### config.mk
export PLATFORM = sky130hd
export DESIGN_NAME = fetch_prefetch_buffer_flat
export DESIGN_NICKNAME = d
export VERILOG_FILES = /design/src/rtl/fetch_prefetch_buffer_if.sv /design/src/rtl/fetch_prefetch_buffer.sv /design/src/flat_wrapper.sv
export SDC_FILE = /design/constraint.sdc
export NUM_CORES = 2
export LEC_CHECK = 0
export CAP_MARGIN = 30
export CORE_MARGIN = 8
export CORE_UTILIZATION = 25
export CTS_BUF_LIST = sky130_fd_sc_hd__clkbuf_8
export CTS_CLUSTER_DIAMETER = 60
export CTS_CLUSTER_SIZE = 14
export DETAILED_ROUTE_END_ITERATION = 8
export GPL_TIMING_DRIVEN = 0
export MAX_ROUTING_LAYER = met4
export REMOVE_ABC_BUFFERS = 1
export SLEW_MARGIN = 15
export SYNTH_ARGS = -nofsm -noshare
export SYNTH_HDL_FRONTEND = slang
export SYNTH_SLANG_ARGS = --single-unit
### constraint.sdc
create_clock -name clock -period 9.4 [get_ports clock]
set_clock_uncertainty 0.15 [all_clocks]
set_input_delay 1.41 -clock clock [delete_from_list [all_inputs] [get_ports clock]]
set_output_delay 1.41 -clock clock [all_outputs]
set_load 0.01 [all_outputs]
### src/rtl/fetch_prefetch_buffer_if.sv
// Bundles the redirect, instruction-memory and fetch-output signals of the prefetch buffer.
// master is the prefetch buffer itself; slave is the memory/fetch-stage side.
interface fetch_prefetch_buffer_if;
   logic        redirect;
   logic [63:0] redirect_pc;
   logic        mem_req;
   logic [63:0] mem_addr;
   logic        mem_gnt;
   logic        mem_resp_valid;
   logic [63:0] mem_resp_data;
   logic        mem_resp_error;
   logic        out_valid;
   logic        out_ready;
   logic [63:0] out_pc;
   logic [7:0]  out_ibyte;
   logic [71:0] out_ibytes;
   logic [3:0]  out_len;
   logic        out_imem_error;

   modport master (
      input  redirect, redirect_pc, mem_gnt, mem_resp_valid, mem_resp_data,
             mem_resp_error, out_ready,
      output mem_req, mem_addr, out_valid, out_pc, out_ibyte, out_ibytes,
             out_len, out_imem_error
   );

   modport slave (
      output redirect, redirect_pc, mem_gnt, mem_resp_valid, mem_resp_data,
             mem_resp_error, out_ready,
      input  mem_req, mem_addr, out_valid, out_pc, out_ibyte, out_ibytes,
             out_len, out_imem_error
   );
endinterface

### src/rtl/fetch_prefetch_buffer.sv
// Instruction prefetch buffer: fetches 8-byte lines into a byte queue and presents
// one complete instruction (or a fetch fault) per handshake, flushing on redirect.
module fetch_prefetch_buffer #(
   parameter int BUF_BYTES = 24
) (
   input logic clock,
   input logic reset,
   fetch_prefetch_buffer_if.master bus
);

   localparam int CW = $clog2(BUF_BYTES + 1);
   localparam int IW = $clog2(BUF_BYTES);

   logic [7:0]    buf_q [BUF_BYTES];
   logic [7:0]    buf_d [BUF_BYTES];
   logic [CW-1:0] count_q, count_d;
   logic [63:0]   fetch_pc_q, fetch_pc_d;
   logic [63:0]   line_q, line_d;
   logic [2:0]    skip_q, skip_d;
   logic          outstanding_q, outstanding_d;
   logic          stale_q, stale_d;
   logic          err_q, err_d;
   logic          halted_q, halted_d;

   logic [3:0]    head_len;
   logic          normal_valid, err_valid, space_ok, req, grant, resp, xfer, append;
   logic [CW-1:0] pop_len, count_mid;
   logic [3:0]    append_len;
   int            pos;

   function automatic logic [3:0] decode_len(input logic [3:0] icode);
      case (icode)
         4'h0, 4'h1, 4'h9:       decode_len = 4'd1;
         4'h2, 4'h6, 4'hA, 4'hB: decode_len = 4'd2;
         4'h7, 4'h8:             decode_len = 4'd9;
         4'h3, 4'h4, 4'h5:       decode_len = 4'd10;
         default:                decode_len = 4'd1;
      endcase
   endfunction

   always_comb begin
      head_len     = decode_len(buf_q[0][7:4]);
      normal_valid = (count_q != '0) && (count_q >= CW'(head_len));
      err_valid    = err_q && !normal_valid;
      // Space for a whole line is reserved at issue so an append can never overflow.
      space_ok     = ({1'b0, count_q} + (CW+1)'(8)) <= (CW+1)'(BUF_BYTES);
      req          = !outstanding_q && space_ok && !err_q && !halted_q && !bus.redirect;
      grant        = req && bus.mem_gnt;
      resp         = outstanding_q && bus.mem_resp_valid;
      xfer         = normal_valid && bus.out_ready && !bus.redirect;
      append       = resp && !stale_q && !bus.mem_resp_error;
   end

   always_comb begin
      bus.mem_req        = req && !reset;
      bus.mem_addr       = reset ? 64'd0 : line_q;
      bus.out_valid      = !reset && (normal_valid || err_valid);
      bus.out_pc         = reset ? 64'd0 : fetch_pc_q;
      bus.out_ibyte      = reset ? 8'd0 : buf_q[0];
      bus.out_len        = reset ? 4'd0 : (err_valid ? 4'd1 : head_len);
      bus.out_imem_error = !reset && err_valid;
      bus.out_ibytes     = '0;
      for (int k = 1; k <= 9; k++) begin
         if (!reset) bus.out_ibytes[8*(k-1) +: 8] = buf_q[k];
      end
   end

   always_comb begin
      pop_len    = xfer ? CW'(head_len) : '0;
      count_mid  = count_q - pop_len;
      append_len = 4'd8 - {1'b0, skip_q};
      pos        = 0;
      for (int i = 0; i < BUF_BYTES; i++) begin
         if (i + int'(pop_len) < BUF_BYTES) buf_d[i] = buf_q[IW'(i + int'(pop_len))];
         else                               buf_d[i] = '0;
      end
      // Incoming bytes land directly behind whatever survives this cycle's pop.
      for (int j = 0; j < 8; j++) begin
         pos = int'(count_mid) + j - int'(skip_q);
         if (append && j >= int'(skip_q) && pos < BUF_BYTES)
            buf_d[IW'(pos)] = bus.mem_resp_data[8*j +: 8];
      end

      count_d       = count_mid + (append ? CW'(append_len) : '0);
      fetch_pc_d    = xfer ? fetch_pc_q + 64'(head_len) : fetch_pc_q;
      halted_d      = halted_q || (xfer && buf_q[0][7:4] == 4'h0);
      line_d        = grant ? line_q + 64'd8 : line_q;
      outstanding_d = grant ? 1'b1 : (resp ? 1'b0 : outstanding_q);
      stale_d       = resp ? 1'b0 : stale_q;
      err_d         = err_q || (resp && !stale_q && bus.mem_resp_error);
      skip_d        = append ? 3'd0 : skip_q;

      if (bus.redirect) begin
         count_d       = '0;
         fetch_pc_d    = bus.redirect_pc;
         line_d        = {bus.redirect_pc[63:3], 3'b000};
         skip_d        = bus.redirect_pc[2:0];
         err_d         = 1'b0;
         halted_d      = 1'b0;
         // A line still in flight belongs to the old stream and must be dropped on arrival.
         outstanding_d = outstanding_q && !bus.mem_resp_valid;
         stale_d       = outstanding_q && !bus.mem_resp_valid;
      end
   end

   always_ff @(posedge clock) begin
      if (reset) begin
         for (int i = 0; i < BUF_BYTES; i++) buf_q[i] <= '0;
         count_q       <= '0;
         fetch_pc_q    <= '0;
         line_q        <= '0;
         skip_q        <= '0;
         outstanding_q <= 1'b0;
         stale_q       <= 1'b0;
         err_q         <= 1'b0;
         halted_q      <= 1'b0;
      end else begin
         buf_q         <= buf_d;
         count_q       <= count_d;
         fetch_pc_q    <= fetch_pc_d;
         line_q        <= line_d;
         skip_q        <= skip_d;
         outstanding_q <= outstanding_d;
         stale_q       <= stale_d;
         err_q         <= err_d;
         halted_q      <= halted_d;
      end
   end

endmodule

### src/flat_wrapper.sv
// flat-port wrapper written by rule: the top's interface ports become plain ports
module fetch_prefetch_buffer_flat 
#(
   parameter int BUF_BYTES = 24
)
  (clock, reset, bus_redirect, bus_redirect_pc, bus_mem_gnt, bus_mem_resp_valid, bus_mem_resp_data, bus_mem_resp_error, bus_out_ready, bus_mem_req, bus_mem_addr, bus_out_valid, bus_out_pc, bus_out_ibyte, bus_out_ibytes, bus_out_len, bus_out_imem_error);
  fetch_prefetch_buffer_if bus_i ();
  input logic clock;
  input logic reset;
  input wire logic [$bits(bus_i.redirect)-1:0] bus_redirect;
  input wire logic [$bits(bus_i.redirect_pc)-1:0] bus_redirect_pc;
  input wire logic [$bits(bus_i.mem_gnt)-1:0] bus_mem_gnt;
  input wire logic [$bits(bus_i.mem_resp_valid)-1:0] bus_mem_resp_valid;
  input wire logic [$bits(bus_i.mem_resp_data)-1:0] bus_mem_resp_data;
  input wire logic [$bits(bus_i.mem_resp_error)-1:0] bus_mem_resp_error;
  input wire logic [$bits(bus_i.out_ready)-1:0] bus_out_ready;
  output wire logic [$bits(bus_i.mem_req)-1:0] bus_mem_req;
  output wire logic [$bits(bus_i.mem_addr)-1:0] bus_mem_addr;
  output wire logic [$bits(bus_i.out_valid)-1:0] bus_out_valid;
  output wire logic [$bits(bus_i.out_pc)-1:0] bus_out_pc;
  output wire logic [$bits(bus_i.out_ibyte)-1:0] bus_out_ibyte;
  output wire logic [$bits(bus_i.out_ibytes)-1:0] bus_out_ibytes;
  output wire logic [$bits(bus_i.out_len)-1:0] bus_out_len;
  output wire logic [$bits(bus_i.out_imem_error)-1:0] bus_out_imem_error;
  assign bus_i.redirect = bus_redirect;
  assign bus_i.redirect_pc = bus_redirect_pc;
  assign bus_i.mem_gnt = bus_mem_gnt;
  assign bus_i.mem_resp_valid = bus_mem_resp_valid;
  assign bus_i.mem_resp_data = bus_mem_resp_data;
  assign bus_i.mem_resp_error = bus_mem_resp_error;
  assign bus_i.out_ready = bus_out_ready;
  assign bus_mem_req = bus_i.mem_req;
  assign bus_mem_addr = bus_i.mem_addr;
  assign bus_out_valid = bus_i.out_valid;
  assign bus_out_pc = bus_i.out_pc;
  assign bus_out_ibyte = bus_i.out_ibyte;
  assign bus_out_ibytes = bus_i.out_ibytes;
  assign bus_out_len = bus_i.out_len;
  assign bus_out_imem_error = bus_i.out_imem_error;
  fetch_prefetch_buffer #(.BUF_BYTES(BUF_BYTES)) u_core (.clock(clock), .reset(reset), .bus(bus_i));
endmodule
==> out/metrics.yaml <==
sta:
  whs_ns: 0.341
  max_freq_mhz: 109
  slew_headroom_pct: 20.9
  rsz0062_at_grt: "false"
  period_needed_ns: 9.18
  tightestPinTransition_ns: 1.18
  final.setup.tns_ns: 0
  finalMaxSlewViolations: 0
  hold_viol_final: 0
  setup_violations: 0
  fin_crit_sh_pct: 97.6
synthesis:
  ys_types: 107
  synth_edf_count: 0
  yosysWarnings: 0
  yosysMostFrequentCell: "nor2_1"
  netlist_area_um2: 36200
  synthSimpleGateAreaFrac_pct: 23.9
  ys_ff_latch: 332
  synth-compound-area-share_pct: 25.1
  synthAdderAreaFrac_pct: 2.57
  synth-xor-area-share_pct: 2.70
  synthCells: 4651
  async_flop_share_pct: 0
  synth_top_area_share_pct: 18.4
  synth.area.top_cells: "dfxtp_1, mux4_2, mux2i_1, nor2_1, nand2_1"
  synth_common_cells: "nor2_1, nand2_1, dfxtp_1, clkbuf_1, mux2i_1"
  yosysTopAreaCell: "dfxtp_1"
  synth_top_family_by_area: "compound AO/OA/AOI/OAI gates"
  yosysSeqAreaShare_pct: 18.4
  avgSynthCellArea_um2: 7.77
  synthMuxAreaShare_pct: 21.6
  synth_ff_type: "dfxtp_1"
place:
  port_buffers: 345
  hpwl_um: 170000
  gp_congestion: 1.06
detailed_routing:
  vias_per_cell: 6.26
  drtIter0Drc: 5664
  drc_errors: 0
  avgRoutedWirePerCell_um: 33.6
  vias: 42119
  wirelength_um: 226000
  drtAntennaViolNets: 0
  firstDrtPassIters: 9
grt:
  gr-total-overflow: 0
  grt_start_max_net_pins: 139
  antenna_found_initial: 17
  first_global_vias: 39460
  grt_use_total_pct: 27.8
  grt_pass1_wl_um: 310000
floorplan:
  die_h_um: 396
  core_area_um2: 144000
  dieArea_um2: 157000
  start_util_pct: 25.2
  die_w_um: 396
  pin_count: 350
  rows: 139
setup_path:
  max_stage_delay_ns: 0.62
  critPathRequiredTime_ns: 9.90
  endpoint_kind: "flop"
  path_max_fanout: 15
  startpoint_type: "input port"
  cp.arrival_ns: 9.68
  cp_cell_sequence: "clkdlybuf4s50_1 > and3b_2 > nand3_4 > ha_1 > nor2b_2 > nor3_4 > nor2_4 > ha_1 > nor2b_2 > xnor2_1 > nor3_1 > ha_1 > nor2b_1 > nand3_1 > o22a_1 > nor2b_2 > nand2_1 > nand3_1 > a211oi_1 > or4_1 > a311oi_1"
  critical_path_class: "in2reg"
  cpMaxStageDelayCell: "clkdlybuf4s50_1"
cts:
  cts_buffer_depth: 3
  clk_pin_slew_worst_paths_ns: 0.07
  clockRootBuffer: "clkbuf_8"
  cts_tree: "built"
  htreeDepth: 2
  clock_latency_ns: 0.83
  cts_num_sinks: 332
  cts-buffers-inserted: 55
hold_path:
  min_path_type: "reg2reg"
power:
  p_leak_nw: 14.2
  power.density_nw_per_um2: 89.9
  peakVddDrop_mv: 0.0816
cells_and_area:
  final_util_pct: 30.3
  drive_above_1_share_pct: 13.5
  syn2layout_area_growth_pct: 20.5
  nets: 4966
  fillers: 15400
job:
  cap_violations: 0
outcome:
  status: "finished, final reports clean"
[layer usage]
layer / vias up / track usage, % / part of all wire, %
met3: 678 / 7.86 / 11
li1: 17824 / - / -
met1: 20555 / 33.8 / 39
met4: 0 / 15.3 / 7.1
met2: 3062 / 41.7 / 43
met5: - / - / 0
[logic make-up (layout without fill, tap and decap cells)]
kind of cell / count (synthesis) / in the layout
buffers and inverters: 503 / 656
AND/OR/NAND/NOR: 1775 / 1776
flip-flops: 332 / 332
adder cells (fa/ha/maj): 70 / 70
XOR/XNOR: 101 / 101
AO/OA/AOI/OAI: 1327 / 1327
other: 1 / 21
multiplexers: 542 / 542
[metrics by stage]
stage | area [um^2] | setup slack, ns | instances | total power, mW
after detailed placement | 41800 | -1.80 | 6576 | 2.30
after CTS | 43300 | 0.105 | 6691 | 3.91
after global routing | 43600 | 0.0811 | 6724 | 4.03
after global placement | 40200 | -17.74 | 6480 | 2.30
final | 43600 | 0.222 | 6728 | 3.92
after floorplan | 34400 | -4.93 | 4232 | 1.82
[placed cells by master, fill, tap and decap left out, types with 41 or more instances in the layout]
cell type / netlist / layout
a31oi_1: 66 / 65
o22ai_1: 141 / 141
o21ai_0: 208 / 208
inv_1: 76 / 76
ha_1: 63 / 57
nor2b_1: 229 / 222
buf_8: 0 / 43
and3_1: 55 / 53
clkdlybuf4s50_1: 0 / 313
nand3_1: 139 / 137
mux2_2: 66 / 66
xnor2_1: 58 / 56
and2_1: 42 / 42
dfxtp_1: 332 / 332
o221ai_1: 65 / 64
a211oi_1: 81 / 81
buf_4: 17 / 42
a21oi_1: 270 / 266
nand4_1: 65 / 65
mux4_2: 184 / 184
mux2i_1: 292 / 292
o211ai_1: 90 / 90
clkbuf_8: 0 / 63
a221oi_1: 41 / 41
a22oi_1: 55 / 55
nor2_1: 479 / 467
nand2_1: 470 / 469
nor3_1: 118 / 111
[timing repair]
action / in CTS / in global routing
gates resized for setup: 8 / 8
hold buffers: 0 / 0
setup endpoints to repair: 115 / 32
pin swaps: 5 / 2
buffers inserted: 10 / 4
cloned: 1 / 0
[state kept, by name, indices dropped and copies added, names as in the netlist]
| register | cells |
|---|---|
| u_core.fetch_pc_q | 64 |
| u_core.head_len | 3 |
| u_core.buf_q | 192 |
| u_core.err_q | 1 |
| u_core.line_q | 61 |
| u_core.count_q | 5 |
| u_core.stale_q | 1 |
| u_core.skip_q | 3 |
| u_core.outstanding_q | 1 |
| u_core.halted_q | 1 |
[where the power goes]
| group | switching [mW] | leakage [nW] | total (mW) | internal [mW] |
|---|---|---|---|---|
| Sequential | 0.0618 | 2.70 | 1.51 | 1.45 |
| Combinational | 0.544 | 10.8 | 0.808 | 0.264 |
| Clock | 0.860 | 0.685 | 1.60 | 0.739 |
| Total | 1.47 | 14.2 | 3.92 | 2.45 |
[final cells by class]
type / instances / area [um^2] / share of cell area [%]
sequential: 332 / 6650 / 15.3
antenna: 17 / 42.5 / 0.0976
clock inverter: 41 / 467 / 1.07
tap: 1903 / 2380 / 5.47
multi-input combinational: 3820 / 27800 / 63.8
clock buffer: 63 / 867 / 1.99
timing repair buffer: 471 / 5030 / 11.5
inverter: 81 / 325 / 0.747
[critical path: cells and delay by family]
kind / cells / cell delay [ns]
AO/OA/AOI/OAI: 3 / 0.91
AND/OR/NAND/NOR: 13 / 5.15
buffers and inverters: 1 / 0.62
XOR/XNOR: 1 / 0.19
adder cells (fa/ha/maj): 3 / 1.37
[final timing paths]
path                                                startpoint                             end  slack (ns)  cells after the start
worst max register to register      u_core.head_len[1]$_DFF_P_     u_core.buf_q[69]$_SDFF_PP0_        0.37                     23
worst max-delay path                             bus_out_ready     u_core.buf_q[69]$_SDFF_PP0_        0.22                     21
worst min-delay path            u_core.line_q[63]$_SDFFE_PP0P_  u_core.line_q[63]$_SDFFE_PP0P_        0.34                      2
worst min register to register  u_core.line_q[63]$_SDFFE_PP0P_  u_core.line_q[63]$_SDFFE_PP0P_        0.34                      2
No activity file was read; power rests on OpenSTA's default activity.
